<file path="src/rtl/atm_pkg.sv">
// Shared types and constants for the ATM transaction controller.
// State codes double as the display encoding on state_code.
package atm_pkg;

    typedef enum logic [2:0] {
        ST_IDLE     = 3'd0,
        ST_PIN      = 3'd1,
        ST_CHECK    = 3'd2,
        ST_AMOUNT   = 3'd3,
        ST_DISPENSE = 3'd4,
        ST_EJECT    = 3'd5,
        ST_LOCKED   = 3'd6
    } state_t;

    localparam logic [1:0] ERR_NONE    = 2'd0;
    localparam logic [1:0] ERR_BAD_PIN = 2'd1;
    localparam logic [1:0] ERR_FUNDS   = 2'd2;
    localparam logic [1:0] ERR_TIMEOUT = 2'd3;

    localparam int PIN_DIGITS = 4;

    function automatic logic is_bcd(input logic [3:0] d);
        return d <= 4'd9;
    endfunction

endpackage

</file>
<file path="src/rtl/atm_txn_controller_if.sv">
// Key/amount inputs and status/actuator outputs of the ATM controller.
// slave is the controller's view, master is the keypad/panel side.
interface atm_txn_controller_if #(
    parameter int BAL_W = 16
);
    logic             card_in;
    logic             digit_valid;
    logic [3:0]       digit;
    logic             enter_pulse;
    logic             cancel_pulse;
    logic [BAL_W-1:0] amount;

    logic [2:0]       state_code;
    logic             dispense;
    logic [BAL_W-1:0] dispense_amt;
    logic             eject;
    logic             card_locked;
    logic [1:0]       error_code;
    logic [BAL_W-1:0] balance;

    modport slave (
        input  card_in, digit_valid, digit, enter_pulse, cancel_pulse, amount,
        output state_code, dispense, dispense_amt, eject, card_locked, error_code, balance
    );

    modport master (
        output card_in, digit_valid, digit, enter_pulse, cancel_pulse, amount,
        input  state_code, dispense, dispense_amt, eject, card_locked, error_code, balance
    );
endinterface

</file>
<file path="src/rtl/atm_timeout_ctr.sv">
// Idle-cycle counter: counts while enabled, restarts on clr, and flags
// expire when TIMEOUT_CYC-1 is reached with no clear in that cycle.
module atm_timeout_ctr #(
    parameter int TIMEOUT_CYC = 1000
) (
    input  logic clk,
    input  logic reset,
    input  logic clr,
    input  logic en,
    output logic expire
);
    localparam int W = $clog2(TIMEOUT_CYC);
    localparam logic [W-1:0] LAST = W'(TIMEOUT_CYC - 1);

    logic [W-1:0] cnt_q, cnt_d;

    always_comb begin
        cnt_d = cnt_q;
        if (!en || clr) begin
            cnt_d = '0;
        end else if (cnt_q != LAST) begin
            cnt_d = cnt_q + 1'b1;
        end
    end

    assign expire = en && !clr && (cnt_q == LAST);

    always_ff @(posedge clk) begin
        if (!reset) begin
            cnt_q <= '0;
        end else begin
            cnt_q <= cnt_d;
        end
    end

endmodule

</file>
<file path="src/rtl/atm_txn_controller.sv">
// ATM session sequencer: card -> PIN (with lockout) -> amount -> dispense -> eject.
// All outputs are registered; pulses are raised on entry into DISPENSE/EJECT.
module atm_txn_controller
    import atm_pkg::*;
#(
    parameter logic [15:0]      PIN_CODE     = 16'h1234,
    parameter int               MAX_TRIES    = 3,
    parameter int               BAL_W        = 16,
    parameter logic [BAL_W-1:0] INIT_BALANCE = BAL_W'(500),
    parameter int               TIMEOUT_CYC  = 1000
) (
    input  logic                 clk,
    input  logic                 reset,
    atm_txn_controller_if.slave  bus
);
    state_t           state_q, state_d;
    logic [15:0]      pin_q, pin_d;
    logic [2:0]       cnt_q, cnt_d;
    logic [2:0]       tries_q, tries_d;
    logic [BAL_W-1:0] bal_q, bal_d;
    logic             disp_q, disp_d;
    logic [BAL_W-1:0] disp_amt_q, disp_amt_d;
    logic             eject_q, eject_d;
    logic             locked_q, locked_d;
    logic [1:0]       err_q, err_d;

    logic        tmo_en, tmo_clr, tmo_expire;
    logic [2:0]  cnt_new;
    logic [15:0] pin_new;
    logic [2:0]  tries_inc;

    assign tmo_en  = (state_q == ST_PIN) || (state_q == ST_AMOUNT);
    assign tmo_clr = bus.digit_valid || bus.enter_pulse;

    atm_timeout_ctr #(.TIMEOUT_CYC(TIMEOUT_CYC)) u_tmo (
        .clk    (clk),
        .reset  (reset),
        .clr    (tmo_clr),
        .en     (tmo_en),
        .expire (tmo_expire)
    );

    assign tries_inc = tries_q + 3'd1;

    always_comb begin
        state_d    = state_q;
        pin_d      = pin_q;
        cnt_d      = cnt_q;
        tries_d    = tries_q;
        bal_d      = bal_q;
        disp_d     = 1'b0;
        disp_amt_d = '0;
        eject_d    = 1'b0;
        locked_d   = locked_q;
        err_d      = err_q;
        cnt_new    = cnt_q;
        pin_new    = pin_q;

        case (state_q)
            ST_IDLE: begin
                if (bus.card_in) begin
                    state_d = ST_PIN;
                    err_d   = ERR_NONE;
                    cnt_d   = '0;
                    pin_d   = '0;
                end
            end
            ST_PIN: begin
                if (bus.cancel_pulse) begin
                    state_d = ST_EJECT;
                end else if (!bus.card_in) begin
                    state_d = ST_IDLE;
                end else if (tmo_expire) begin
                    err_d   = ERR_TIMEOUT;
                    state_d = ST_EJECT;
                end else begin
                    // Digit is absorbed before enter looks at the count.
                    if (bus.digit_valid && is_bcd(bus.digit) && cnt_q < 3'(PIN_DIGITS)) begin
                        pin_new = {pin_q[11:0], bus.digit};
                        cnt_new = cnt_q + 3'd1;
                    end
                    pin_d = pin_new;
                    cnt_d = cnt_new;
                    if (bus.enter_pulse && cnt_new == 3'(PIN_DIGITS)) begin
                        state_d = ST_CHECK;
                    end
                end
            end
            ST_CHECK: begin
                if (bus.cancel_pulse) begin
                    state_d = ST_EJECT;
                end else if (pin_q == PIN_CODE) begin
                    tries_d = '0;
                    state_d = ST_AMOUNT;
                end else begin
                    tries_d = tries_inc;
                    err_d   = ERR_BAD_PIN;
                    if (tries_inc == 3'(MAX_TRIES)) begin
                        state_d = ST_LOCKED;
                    end else begin
                        state_d = ST_PIN;
                        cnt_d   = '0;
                        pin_d   = '0;
                    end
                end
            end
            ST_AMOUNT: begin
                if (bus.cancel_pulse) begin
                    state_d = ST_EJECT;
                end else if (!bus.card_in) begin
                    state_d = ST_IDLE;
                end else if (tmo_expire) begin
                    err_d   = ERR_TIMEOUT;
                    state_d = ST_EJECT;
                end else if (bus.enter_pulse && bus.amount != '0) begin
                    if (bus.amount > bal_q) begin
                        err_d   = ERR_FUNDS;
                        state_d = ST_EJECT;
                    end else begin
                        // Debit together with the pulse so balance and dispense agree.
                        disp_d     = 1'b1;
                        disp_amt_d = bus.amount;
                        bal_d      = bal_q - bus.amount;
                        state_d    = ST_DISPENSE;
                    end
                end
            end
            ST_DISPENSE: state_d = ST_EJECT;
            ST_EJECT: begin
                if (!bus.card_in) begin
                    state_d = ST_IDLE;
                end
            end
            ST_LOCKED: state_d = ST_LOCKED;
            default:   state_d = ST_IDLE;
        endcase

        if (state_d == ST_EJECT && state_q != ST_EJECT) begin
            eject_d = 1'b1;
        end
        if (state_d == ST_LOCKED) begin
            locked_d = 1'b1;
        end
    end

    always_ff @(posedge clk) begin
        if (!reset) begin
            state_q    <= ST_IDLE;
            pin_q      <= '0;
            cnt_q      <= '0;
            tries_q    <= '0;
            bal_q      <= INIT_BALANCE;
            disp_q     <= 1'b0;
            disp_amt_q <= '0;
            eject_q    <= 1'b0;
            locked_q   <= 1'b0;
            err_q      <= ERR_NONE;
        end else begin
            state_q    <= state_d;
            pin_q      <= pin_d;
            cnt_q      <= cnt_d;
            tries_q    <= tries_d;
            bal_q      <= bal_d;
            disp_q     <= disp_d;
            disp_amt_q <= disp_amt_d;
            eject_q    <= eject_d;
            locked_q   <= locked_d;
            err_q      <= err_d;
        end
    end

    assign bus.state_code   = state_q;
    assign bus.dispense     = disp_q;
    assign bus.dispense_amt = disp_amt_q;
    assign bus.eject        = eject_q;
    assign bus.card_locked  = locked_q;
    assign bus.error_code   = err_q;
    assign bus.balance      = bal_q;

endmodule
</file>
<file path="src/flat_wrapper.sv">
// flat-port wrapper written by rule: the top's interface ports become plain ports
module atm_txn_controller_flat import atm_pkg::*;
#(
    parameter logic [15:0]      PIN_CODE     = 16'h1234,
    parameter int               MAX_TRIES    = 3,
    parameter int               BAL_W        = 16,
    parameter logic [BAL_W-1:0] INIT_BALANCE = BAL_W'(500),
    parameter int               TIMEOUT_CYC  = 1000
)
  (clk, reset, bus_card_in, bus_digit_valid, bus_digit, bus_enter_pulse, bus_cancel_pulse, bus_amount, bus_state_code, bus_dispense, bus_dispense_amt, bus_eject, bus_card_locked, bus_error_code, bus_balance);
  atm_txn_controller_if #(.BAL_W(BAL_W)) bus_i ();
  input  logic clk;
  input  logic reset;
  input wire logic [$bits(bus_i.card_in)-1:0] bus_card_in;
  input wire logic [$bits(bus_i.digit_valid)-1:0] bus_digit_valid;
  input wire logic [$bits(bus_i.digit)-1:0] bus_digit;
  input wire logic [$bits(bus_i.enter_pulse)-1:0] bus_enter_pulse;
  input wire logic [$bits(bus_i.cancel_pulse)-1:0] bus_cancel_pulse;
  input wire logic [$bits(bus_i.amount)-1:0] bus_amount;
  output wire logic [$bits(bus_i.state_code)-1:0] bus_state_code;
  output wire logic [$bits(bus_i.dispense)-1:0] bus_dispense;
  output wire logic [$bits(bus_i.dispense_amt)-1:0] bus_dispense_amt;
  output wire logic [$bits(bus_i.eject)-1:0] bus_eject;
  output wire logic [$bits(bus_i.card_locked)-1:0] bus_card_locked;
  output wire logic [$bits(bus_i.error_code)-1:0] bus_error_code;
  output wire logic [$bits(bus_i.balance)-1:0] bus_balance;
  assign bus_i.card_in = bus_card_in;
  assign bus_i.digit_valid = bus_digit_valid;
  assign bus_i.digit = bus_digit;
  assign bus_i.enter_pulse = bus_enter_pulse;
  assign bus_i.cancel_pulse = bus_cancel_pulse;
  assign bus_i.amount = bus_amount;
  assign bus_state_code = bus_i.state_code;
  assign bus_dispense = bus_i.dispense;
  assign bus_dispense_amt = bus_i.dispense_amt;
  assign bus_eject = bus_i.eject;
  assign bus_card_locked = bus_i.card_locked;
  assign bus_error_code = bus_i.error_code;
  assign bus_balance = bus_i.balance;
  atm_txn_controller #(.PIN_CODE(PIN_CODE), .MAX_TRIES(MAX_TRIES), .BAL_W(BAL_W), .INIT_BALANCE(INIT_BALANCE), .TIMEOUT_CYC(TIMEOUT_CYC)) u_core (.clk(clk), .reset(reset), .bus(bus_i));
endmodule
</file>
<file path="config.mk">
export PLATFORM = sky130hd
export DESIGN_NAME = atm_txn_controller_flat
export DESIGN_NICKNAME = d
export VERILOG_FILES = /design/src/rtl/atm_pkg.sv /design/src/rtl/atm_txn_controller_if.sv /design/src/rtl/atm_timeout_ctr.sv /design/src/rtl/atm_txn_controller.sv /design/src/flat_wrapper.sv
export SDC_FILE = /design/constraint.sdc
export NUM_CORES = 1
export LEC_CHECK = 0
export BUFFER_PORTS_ARGS = -buffer_cell sky130_fd_sc_hd__buf_4
export CORE_ASPECT_RATIO = 0.5
export CORE_MARGIN = 4
export CORE_UTILIZATION = 55
export DETAILED_ROUTE_END_ITERATION = 16
export PLACE_DENSITY = 0.77
export SLEW_MARGIN = 20
export SYNTH_ARGS = -nofsm -noshare
export SYNTH_HDL_FRONTEND = slang
export SYNTH_SLANG_ARGS = --single-unit
</file>
<file path="constraint.sdc">
create_clock -name clk -period 4.2 [get_ports clk]
set_input_delay 0.84 -clock clk [delete_from_list [all_inputs] [get_ports clk]]
set_output_delay 0.84 -clock clk [all_outputs]
set_load 0.02 [all_outputs]
</file>
== After elaboration in Yosys (flattened, before gate mapping) ==
Index checks and enable logic that the tools add are counted.
Word-level totals
  register bits after elaboration: 72
  input bits: 26
  output and inout port bits: 40
  word-level logic and storage cells: 128
Operators by class
  $add $sub $neg: 4
  $lt $le $gt $ge: 3
  equality and inequality tests: 27
  mux-type cells: 52
  bitwise logic cells: 7
  reductions and logical operators: 24
Operators with widths (number)
  $mux W16: 8
  $mux W3: 26
  $pmux W16 S3: 1
  $mux W2: 11
  $pmux W3 S7: 1
  $ne A2 B2 Y1 const B: 10
  $eq A3 B3 Y1 const B: 6
  $eq A16 B13 Y1 const B: 1
  $gt A16 B16 Y1: 1
  $reduce_bool A16 Y1: 1
  $sub A16 B16 Y16: 1
  $reduce_and A11 Y1: 1
  $add A10 B1 Y10 const B: 1
  $eq A10 B10 Y1 const B: 1
  $ne A10 B10 Y1 const B: 1
  $eq A3 B2 Y1 const B: 3
  $pmux W3 S3: 1
  $reduce_and A9 Y1: 1
  $pmux W2 S4: 1
  $reduce_and A8 Y1: 1
  $logic_and A1 B1 Y1: 7
  $not A1 Y1: 7
  $reduce_or A7 Y1: 1
  $add A3 B1 Y3 const B: 2
  other kinds (16): 22

== Depth between registers and ports, before layout ==
Gate-level depths: netlist of run 1.
  depth in word-level cells: 18
  mapped depth: 11
  mapped depth without buffers: 10

== Hierarchy ==
Synthesis of run 1 repeated with hierarchy kept, for this count alone.
Second synthesis, totals
  cell total of the unflattened synthesis: 489
  area, all modules: 4018.9 um^2
By module, submodules not included
  atm_txn_controller: times used 1, cells an instance 437, area each 3543.4 um^2, seq. area each 1241.2 um^2
  atm_timeout_ctr: times used 1, cells an instance 52, area each 475.5 um^2, seq. area each 200.2 um^2

== Worst setup path after synthesis of run 1 ==
No wires, ideal clock.
  path kind: input port to flip-flop
  start: input bus_amount[4]
  end: register u_core.bal_q[14] (netlist: u_core.bus.balance[14])
  library setup time: 124 ps
  arrival time: 2714 ps
  data required time: 4076 ps
  path slack: 1361 ps
  stages on the path: 9
  buffers on the path: 0
  cells stage by stage: inv_1 -> ha_1 -> a21o_1 -> or4_1 -> o21a_1 -> or2_2 -> a31oi_1 -> xor2_1 -> o21ai_0
Between the ends
  longest elaborated chain between the ends: 3
  elaborated cells on any way between the ends: 6
  those cells by class: add/sub: 1; order compare: 1; bitwise: 1; reduce/logical: 3
RTL lines
  start: declaration: RTL line flat_wrapper.sv:19  | input wire logic [$bits(bus_i.amount)-1:0] bus_amount;
  $gt A16 B16 Y1 / $reduce_bool A16 Y1 (equally long branches): RTL line atm_txn_controller.sv:116, atm_txn_controller.sv:115
  $not A1 Y1 (no line) / $logic_and A1 B1 Y1 (equally long branches)
  $reduce_and A6 Y1 (no line)
  end signal: assignment: RTL line atm_txn_controller.sv:163  | bal_q <= bal_d;
  end: declaration: RTL line atm_txn_controller.sv:20  | logic [BAL_W-1:0] bal_q, bal_d;
Several ways; a longest one is shown, not always the timed one.
A chain may end at the register's enable or synchronous reset.

== Worst setup path in the final report of run 1 ==
  start: input bus_amount[0]
  end: register u_core.bal_q[11] (netlist: u_core.bus.balance[11])
The elaborated chain is that of the path after synthesis.

==> results of run 1 <==
==> how the worst min path moves through the flow <==
stage / startpoint / cells after the start / end / slack [ns]
after floorplan: u_core.pin_q[12] / 2 / u_core.pin_q[12] / 0.43
after global placement: u_core.pin_q[13] / 2 / u_core.pin_q[13] / 0.45
after detailed placement: u_core.pin_q[15] / 2 / u_core.pin_q[15] / 0.45
after CTS: u_core.pin_q[15] / 2 / u_core.pin_q[15] / 0.46
after global routing: u_core.bus.error_code[1] / 2 / u_core.bus.error_code[1] / 0.48
final: u_core.pin_q[15] / 2 / u_core.pin_q[15] / 0.45
==> stage by stage <==
stage	util	power [W]	instance area (µm²)
4_1_cts	0.690	0.00164	4630
3_5_place_dp	0.644	0.000859	4320
6_report	0.690	0.00162	4630
2_1_floorplan	-	0.000817	3800
3_3_place_gp	0.644	0.000859	4320
5_1_grt	0.690	0.00168	4630
==> cell usage in the layout, fill, tap and decap left out, types with 4 or more instances in the layout <==
cell type,count
inv_1,24
a21o_1,6
or3_1,4
nor3_1,6
buf_4,67
dfxtp_1,72
nand4_1,6
xnor2_1,4
o21a_1,4
nand3_1,14
a21oi_1,21
nor2b_1,6
mux2i_1,19
a21boi_1,5
clkbuf_16,9
o21ai_0,21
and3_1,6
nor2_1,38
o211ai_1,11
a31oi_1,7
nand3b_1,4
nor4_1,4
nand2_1,79
xor2_1,10
ha_1,20
==> state kept, by name (all words and copies together) (netlist names) <==
signal                   count
u_core.bus.error_code        2
u_core.bus.eject             1
u_core.bus.dispense          1
u_core.cnt_q                 3
u_core.bus.balance          16
u_core.bus.state_code        3
u_core.tries_q               3
u_core.u_tmo.cnt_q          10
u_core.bus.card_locked       1
u_core.pin_q                16
u_core.bus.dispense_amt     16
==> where the power goes <==
group,switching (W),internal [W]
registers,0.00000657,0.000688
clock network,0.000285,0.000489
logic,0.0000870,0.0000651
==> cells by family (layout without fill, tap and decap cells) <==
| group | count (synthesis) | count (layout) | share of synthesized area |
|---|---|---|---|
| adder cells (fa/ha/maj) | 21 | 21 | 0.0711 |
| AND/OR/NAND/NOR | 189 | 189 | 0.249 |
| XOR/XNOR | 14 | 14 | 0.0323 |
| AO/OA/AOI/OAI | 96 | 96 | 0.166 |
| multiplexers | 19 | 19 | 0.0500 |
| flip-flops | 72 | 72 | 0.379 |
| buffers and inverters | 45 | 110 | 0.0533 |
==> cell type report <==
| class | count | area, µm² |
|---|---|---|
| Clock inverter | 5 | 55.1 |
| Multi-Input combinational cell | 339 | 2160 |
| Fill cell | 582 | 2070 |
| Inverter | 27 | 101 |
| Timing Repair Buffer | 67 | 503 |
| Sequential cell | 72 | 1440 |
| Clock buffer | 11 | 253 |
| Tap cell | 92 | 115 |
==> worst min-delay path, cell delays in order, from the launching register on <==
cell and delay [ns]:
dfxtp_1 0.31, nand2_1 0.05, mux2i_1 0.05
==> layer usage <==
layer | vias to the layer above | GRT usage
met5 | - | 0
met4 | 0 | 0.0730
met3 | 11 | 0.0649
met2 | 84 | 0.348
met1 | 1532 | 0.275
li1 | 1731 | -
==> qor.csv, run 1 <==
stage,metric,value,unit
setup_path,cp.required,4.45,ns
global_route,antenna_found_initial,0,
placement,placed_cells,597,
synth,async_flop_share,0,
drt,detailedRoute.firstPassIterationCount,5,
layout,nNetsFinal,563,
layout,areaGrowthSynthToFinish,21.7,%
sta,rsz0062_at_grt,false,
setup_path,cp-endpoint,u_core.bus.balance[11],
synth,yosysTopAreaCellShare,0.379,
sta,timing.fmax,326,MHz
sta,slew_viol_final,0,
synth,yosysMostFrequentCell,nand2_1,
sta,fin_crit,3.06,ns
min_path,min_path_type,reg -> reg,
synth,synth_top_flop_cell,dfxtp_1,
placement,dp_worst_setup_slack,0.814,ns
setup_path,r2r_cells,10,
sta,setup_viol,0,
synth,syn-cell-area,3800,µm²
clock_network,cts-root-buf,clkbuf_16,
setup_path,cp_top_family,compound AO/OA/AOI/OAI gates,
setup_path,r2r-end,u_core.bus.balance[11],
global_route,first_global_vias,3098,
setup_path,crit_start,bus_amount[0],
sta,slew-limit-headroom,0.354,
clock_network,cts_resized,0,
synth,synth.distinct_cells,58,
setup_path,crit_fanout,18,
sta,fin_crit_sh,0.730,
sta,tightest_slew,0.969,ns
drt,wl_met1,4.06,mm
placement,hpwlAfterDp,6.08,mm
setup_path,crit_arrival,3.32,ns
job,cap_violations,0,
synth,syn_inst,456,
synth,ys.warnings.count,0,
floorplanning,boundaryPins,66,
drt,drt_first_iter_violations,300,
power_and_ir_drop,power.density,350,nW/µm²
floorplanning,die_x,126,µm
layout,drive_above_1_share,0.184,
floorplanning,core_area,6700,µm²
clock_network,worstSkewPairLatency,0.34,ns
global_route,grt_pass1_wl,14.4,mm
drt,top_layer_used,met4,
synth,yosys.area.top_type,dfxtp_1,
synth,synthTopCellsByCount,"79 x nand2_1, 72 x dfxtp_1, 38 x nor2_1, 24 x inv_1",
synth,synthesis.nets,503,
power_and_ir_drop,ir_worst_vdd,259,µV
drt,postRouteAntennaNets,0,
drt,vias_per_cell,5.48,
setup_path,crit_type,in -> reg,
drt,wire_per_inst,13.7,µm
clock_network,cts_tree,built,
synth,synth_area_leaders,"dfxtp_1 38%, nand2_1 7.8%, ha_1 6.6%",
sta,worst_clock_skew,0.00514,ns
clock_network,post_cts_buffers,0,
setup_path,regToRegSetupSlack,1.34,ns
setup_path,crit_chain,buf_4 > ha_1 > fa_1 > nand2b_1 > a21oi_1 > o21a_1 > o221ai_2 > nor4_2 > nand2_1 > o31ai_1,
layout,fin_cells,613,
clock_network,cts.sinks,72,
drt,drc,0,
setup_path,slowest_delay,0.44,ns
clock_network,cts.htree.levels,3,
clock_network,holdBufCountCts,0,
global_route,grt-ovfl-total,0,
synth,syn_area_per_cell,8.34,µm²
clock_network,path_clk_slew,0.06,ns
drt,wl_met3,484,µm
floorplanning,start_util,0.567,
global_route,grt_start_max_net_pins,57,
floorplanning,die_h,66.8,µm
drt,vias,3358,
setup_path,cp-start-kind,primary input,
global_route,groute.usage.overall,0.215,
floorplanning,fp-row-count,21,
synth,ys_seq_area_frac,0.379,
drt,routed_wirelength,8.41,mm
placement,place.gp.congestion,0.930,
sta,hold_viol,0,
drt,wl_met2,3.75,mm
outcome,status,"complete, no violations",
synth,ys_ff_latch,72,
setup_path,end_kind,flop,
setup_path,cp.depth,10,
placement,io_buffers,65,
sta,setup_ws,1.14,ns
layout,antennaDiodeCount,0,
sta,holdWs,0.452,ns
setup_path,critPathSlowestCell,nand2_1,
power_and_ir_drop,leakagePower,1.99,nW
setup_path,cp_num_buf_inv,1,
floorplanning,die_area,8390,µm²
sta,tns,0,ns
clock_network,max-clock-path-buffers,2,
clock_network,cts_inserted_buffers,9,
synth,synth_edf_count,0,
setup_path,r2r-start,u_core.bus.balance[0],
No activity file was read; power rests on OpenSTA's default activity.
==> run 2, diff against run 1 <==
==> constraint.sdc (replaced) <==
create_clock -name clk -period 3.2 [get_ports clk]
set_input_delay 0.64 -clock clk [delete_from_list [all_inputs] [get_ports clk]]
set_output_delay 0.64 -clock clk [all_outputs]
set_load 0.02 [all_outputs]
==> qor.csv, run 2 (synthesis results as in run 1) <==
stage,metric,value,unit,change
floorplanning,boundaryPins,66,,unchanged
setup_path,regToRegSetupSlack,0.58,ns,-0.76 ns
clock_network,cts_resized,0,,unchanged
drt,vias_per_cell,5.60,,+2.3%
clock_network,post_cts_buffers,0,,unchanged
setup_path,end_kind,flop,,
layout,mostFrequentLayoutCell,nand2_1,,
floorplanning,fp-row-count,21,,unchanged
power_and_ir_drop,intPower,0.00163,W,+31%
setup_path,cp-start-kind,primary input,,
layout,drive_above_1_share,0.190,,+0.00622
layout,fill_cells,555,,-4.6%
outcome,status,"complete, no violations",,
placement,hpwlAfterDp,6.32,mm,+4.0%
clock_network,cts.htree.levels,3,,unchanged
clock_network,max-clock-path-buffers,2,,unchanged
floorplanning,start_util,0.567,,unchanged
placement,io_buffers,65,,unchanged
power_and_ir_drop,leakagePower,2.02,nW,+1.2%
sta,tns,0,ns,unchanged
power_and_ir_drop,pwr-share-seq,0.428,,about the same
setup_path,cp.required,3.43,ns,-1.02 ns
global_route,grt-ovfl-total,0,,unchanged
clock_network,path_clk_slew,0.06,ns,about the same
setup_path,crit_arrival,2.89,ns,-0.43 ns
drt,vias,3458,,+3.0%
power_and_ir_drop,p_sw_frac,0.234,,about the same
clock_network,cts.sinks,72,,unchanged
drt,drc,0,,unchanged
clock_network,cts_inserted_buffers,9,,unchanged
global_route,grt_pass1_wl,14.7,mm,+1.7%
drt,wire_per_inst,14.0,µm,+2.4%
global_route,grt_start_max_net_pins,30,,-47%
floorplanning,die_h,66.8,µm,unchanged
sta,rsz0062_at_grt,false,,
sta,slew-limit-headroom,0.386,,+0.0318
placement,place.gp.congestion,0.881,,-5.2%
sta,worst_clock_skew,0.00460,ns,-0.000544 ns
floorplanning,die_area,8390,µm²,unchanged
drt,routed_wirelength,8.66,mm,+3.0%
sta,slew_viol_final,0,,unchanged
power_and_ir_drop,clockPowerShare,0.477,,about the same
clock_network,cts-root-buf,clkbuf_16,,
sta,hold_viol,0,,unchanged
sta,fin_crit_sh,0.831,,
floorplanning,core_area,6700,µm²,unchanged
layout,final_cell_mix,"79 x nand2_1, 72 x dfxtp_1, 70 x buf_4, 38 x nor2_1, 24 x inv_1",,
layout,antennaDiodeCount,0,,unchanged
drt,drt_first_iter_violations,283,,-5.7%
drt,postRouteAntennaNets,0,,unchanged
sta,setup_viol,0,,unchanged
sta,tightest_slew,0.921,ns,-0.0477 ns
sta,timing.fmax,376,MHz,
layout,nNetsFinal,567,,+0.71%
floorplanning,die_x,126,µm,unchanged
power_and_ir_drop,p_sw,0.000497,W,+31%
min_path,min_path_type,reg -> reg,,
sta,fin_crit,2.66,ns,
power_and_ir_drop,pwr-share-comb,0.095,,about the same
clock_network,cts_tree,built,,
power_and_ir_drop,power.density,456,nW/µm²,+30%
drt,detailedRoute.firstPassIterationCount,5,,unchanged
power_and_ir_drop,ir_worst_vdd,321,µV,+24%
global_route,groute.usage.overall,0.217,,+0.00244
setup_path,crit_fanout,22,,+4
job,cap_violations,0,,unchanged
layout,areaGrowthSynthToFinish,22.8,%,
global_route,antenna_found_initial,0,,unchanged
setup_path,crit_type,in -> reg,,
clock_network,holdBufCountCts,0,,unchanged
clock_network,worstSkewPairLatency,0.34,ns,about the same
global_route,first_global_vias,3153,,+1.8%
sta,holdWs,0.458,ns,+0.00609 ns
==> run 2: cell count changes in the layout (fill, tap and decap cells not counted), sizes merged <==
cell  previous run  this run
buf             67        71
==> run 2: worst max-delay path, cell delays in order <==
cell and delay [ns]:
buf_4 0.11, inv_1 0.10, ha_1 0.32, a21o_1 0.23
a21oi_1 0.18, or3b_2 0.47, o221ai_2 0.24, nand3b_1 0.20
buf_12 0.17, nand2_1 0.06, and3_1 0.16
==> run 2: metrics by stage <==
stage               instances  utilization  cell area (µm²)  power (W)  setup slack [ns]
floorplan                 456            -             3800    0.00107             0.561
global placement          601        0.651             4360    0.00113             0.312
detailed placement        601        0.651             4360    0.00113             0.258
CTS                       617        0.697             4670    0.00214             0.547
global route              617        0.697             4670    0.00221             0.277
finish                    617        0.697             4670    0.00213             0.542
==> run 2: layer usage <==
layer | GRT usage | part of all wire | wire (µm)
met1 | 0.276 | 0.47 | 4110
met2 | 0.353 | 0.45 | 3870
met3 | 0.0761 | 0.065 | 560
met4 | 0.0595 | 0.013 | 116
met5 | 0 | 0 | 0
==> run 2: path summary, 6_finish.rpt <==
check	start	end	cells after the start
worst max-delay path	bus_amount[13]	u_core.bus.balance[1]	11
worst min-delay path	u_core.pin_q[15]	u_core.pin_q[15]	2
worst max register to register	u_core.bus.state_code[1]	u_core.pin_q[11]	7
worst min register to register	u_core.pin_q[15]	u_core.pin_q[15]	2
==> run 2: power groups by stage <==
| stage | sequential, W | combinational [W] | clock [W] |
|---|---|---|---|
| floorplan | 0.000931 | 0.000140 | 0 |
| global placement | 0.000931 | 0.000198 | 0 |
| detailed placement | 0.000931 | 0.000198 | 0 |
| CTS | 0.000912 | 0.000200 | 0.00103 |
| global route | 0.000912 | 0.000222 | 0.00108 |
| finish | 0.000912 | 0.000202 | 0.00102 |
==> run 2: cell type report <==
class / instances / area [µm²] / area share
flip-flops and latches: 72 / 1440 / 0.309
multi-input cells: 339 / 2160 / 0.462
clock inverters: 5 / 55.1 / 0.0118
well taps: 92 / 115 / 0.0247
clock buffers: 11 / 253 / 0.0541
repair buffers: 71 / 546 / 0.117
inverters: 27 / 101 / 0.0217
==> run 3, diff against run 2 <==
==> constraint.sdc (replaced) <==
create_clock -name clk -period 2.6 [get_ports clk]
set_input_delay 0.52 -clock clk [delete_from_list [all_inputs] [get_ports clk]]
set_output_delay 0.52 -clock clk [all_outputs]
set_load 0.02 [all_outputs]
==> qor.csv, run 3 (synthesis results as in run 1) <==
stage,metric,value,unit,change
setup_path,r2r-start,u_core.bus.balance[0],,
min_path,min_path_type,in -> reg,,
global_route,grt_pass1_wl,14.8,mm,+1.1%
setup_path,cp-start-kind,flop,,
clock_network,worstSkewPairLatency,0.33,ns,about the same
drt,postRouteAntennaNets,0,,unchanged
sta,fin_crit_sh,0.957,,
floorplanning,core_area,6700,µm²,unchanged
global_route,groute.usage.overall,0.216,,-0.000815
layout,multi_input_area,2200,µm²,+1.9%
sta,hold_viol,0,,unchanged
setup_path,r2r-end,u_core.bus.balance[14],,
layout,fin_cells,656,,+6.3%
clock_network,cts_inserted_buffers,9,,unchanged
placement,place.gp.congestion,0.861,,-2.3%
setup_path,crit_type,reg -> reg,,
setup_path,cp-endpoint,u_core.bus.balance[14],,
clock_network,cts.sinks,72,,unchanged
setup_path,crit_start,u_core.bus.balance[0],,
floorplanning,start_util,0.567,,unchanged
setup_path,end_kind,flop,,
sta,slew_viol_final,0,,unchanged
floorplanning,fp-row-count,21,,unchanged
layout,drive_above_1_share,0.252,,+0.0613
setup_path,crit_chain,inv_1 > ha_1 > fa_2 > nand2b_4 > a21oi_2 > o21a_1 > o221ai_4 > nor4_4 > nand2_2 > buf_4 > o21ai_0,,
power_and_ir_drop,leakagePower,2.23,nW,+10%
drt,drc,0,,unchanged
global_route,antenna_found_initial,0,,unchanged
drt,drt_first_iter_violations,232,,-18%
sta,fin_crit,2.49,ns,
floorplanning,die_x,126,µm,unchanged
floorplanning,boundaryPins,66,,unchanged
layout,final-seq-area,1440,µm²,unchanged
sta,timing.fmax,402,MHz,
sta,tightest_slew,0.594,ns,-0.326 ns
clock_network,max-clock-path-buffers,2,,unchanged
sta,worst_clock_skew,0.00524,ns,+0.000638 ns
power_and_ir_drop,ir_worst_vdd,485,µV,+51%
placement,hpwlAfterDp,6.60,mm,+4.5%
drt,vias,3597,,+4.0%
layout,fin_util,0.744,,+0.0471
layout,fill_cells,545,,-1.8%
outcome,status,"complete, no violations",,
setup_path,crit_fanout,6,,-73%
layout,nNetsFinal,606,,+6.9%
setup_path,slowest_delay,0.36,ns,-0.11 ns
layout,final_cell_mix,"108 x buf_4, 78 x nand2_1, 72 x dfxtp_1, 38 x nor2_1, 24 x inv_1",,
placement,placed_cells,637,,+6.0%
sta,setup_viol,0,,unchanged
setup_path,crit_arrival,2.75,ns,-0.14 ns
placement,io_buffers,65,,unchanged
drt,detailedRoute.firstPassIterationCount,4,,-1
clock_network,cts-root-buf,clkbuf_16,,
clock_network,cts.htree.levels,3,,unchanged
setup_path,critPathSlowestCell,fa_2,,
drt,vias_per_cell,5.48,,-2.2%
drt,wire_per_inst,13.8,µm,-1.6%
drt,routed_wirelength,9.06,mm,+4.6%
sta,slew-limit-headroom,0.604,,+0.218
layout,antennaDiodeCount,0,,unchanged
global_route,grt_start_max_net_pins,26,,-13%
clock_network,path_clk_slew,0.05,ns,about the same
layout,mostFrequentLayoutCell,buf_4,,
clock_network,cts_tree,built,,
global_route,first_global_vias,3302,,+4.7%
job,cap_violations,0,,unchanged
global_route,grt-ovfl-total,0,,unchanged
setup_path,regToRegSetupSlack,0.11,ns,-0.47 ns
floorplanning,die_area,8390,µm²,unchanged
setup_path,cp.required,2.86,ns,-0.57 ns
floorplanning,die_h,66.8,µm,unchanged
layout,areaGrowthSynthToFinish,31.1,%,
power_and_ir_drop,power.density,530,nW/µm²,+16%
setup_path,r2r_cells,11,,+4
## run 3: repair_timing
action	CTS	global route
hold buffers	0	0
resized for setup	0	9
setup buffers	0	2
setup endpoints to repair	0	26
## run 3: how the worst min path moves through the flow
stage | from | to | slack, ns | cells after the start
5_1_grt | bus_amount[2] | u_core.bus.dispense_amt[2] | 0.45 | 3
6_report | bus_amount[2] | u_core.bus.dispense_amt[2] | 0.44 | 3
3_3_place_gp | u_core.pin_q[12] | u_core.pin_q[12] | 0.44 | 2
4_1_cts | bus_amount[2] | u_core.bus.dispense_amt[2] | 0.43 | 3
3_5_place_dp | u_core.pin_q[12] | u_core.pin_q[12] | 0.44 | 2
2_1_floorplan | u_core.pin_q[12] | u_core.pin_q[12] | 0.43 | 2
## run 3: area by class of cell
class                           count  share of cell area
Tap cell                           92              0.0231
Clock buffer                       13              0.0522
Timing Repair Buffer              110               0.166
Inverter                           27              0.0203
Sequential cell                    72               0.289
Multi-Input combinational cell    339               0.441
Clock inverter                      3             0.00803
## run 3: stage by stage
stage                     instance area (µm²)  hold slack (ns)  setup TNS (ns)  power, W  setup slack [ns]
after global routing                     4980            0.454         -0.0716   0.00275           -0.0264
after detailed placement                 4620            0.444           -3.39   0.00143            -0.169
final                                    4980            0.437               0   0.00264             0.111
after floorplan                          3800            0.430               0   0.00132            0.0814
after CTS                                4920            0.431               0   0.00266            0.0520
after global placement                   4620            0.445           -1.72   0.00142            -0.111
## run 3: layer usage
layer  global-route usage  up-vias  routed length (µm)
li1                     -     1817                   -
met1                0.273     1685                4240
met2                0.370       88                4250
met3               0.0657        7                 516
met4               0.0446        0                  50
met5                    0        -                   0
## run 3: critical path: cells and delay by family (launching register included)
family / cells / cell delay (ns)
compound gates: 4 / 0.64
simple gates: 3 / 0.62
fa+ha+maj: 2 / 0.58
flops: 1 / 0.32
buf+inv: 2 / 0.25
## run 3: power breakdown
part | leakage [nW] | internal, W | switching, W | total, W
registers | 0.581 | 0.00111 | 0.0000109 | 0.00112
logic | 1.50 | 0.000138 | 0.000154 | 0.000292
clock network | 0.150 | 0.000791 | 0.000435 | 0.00123
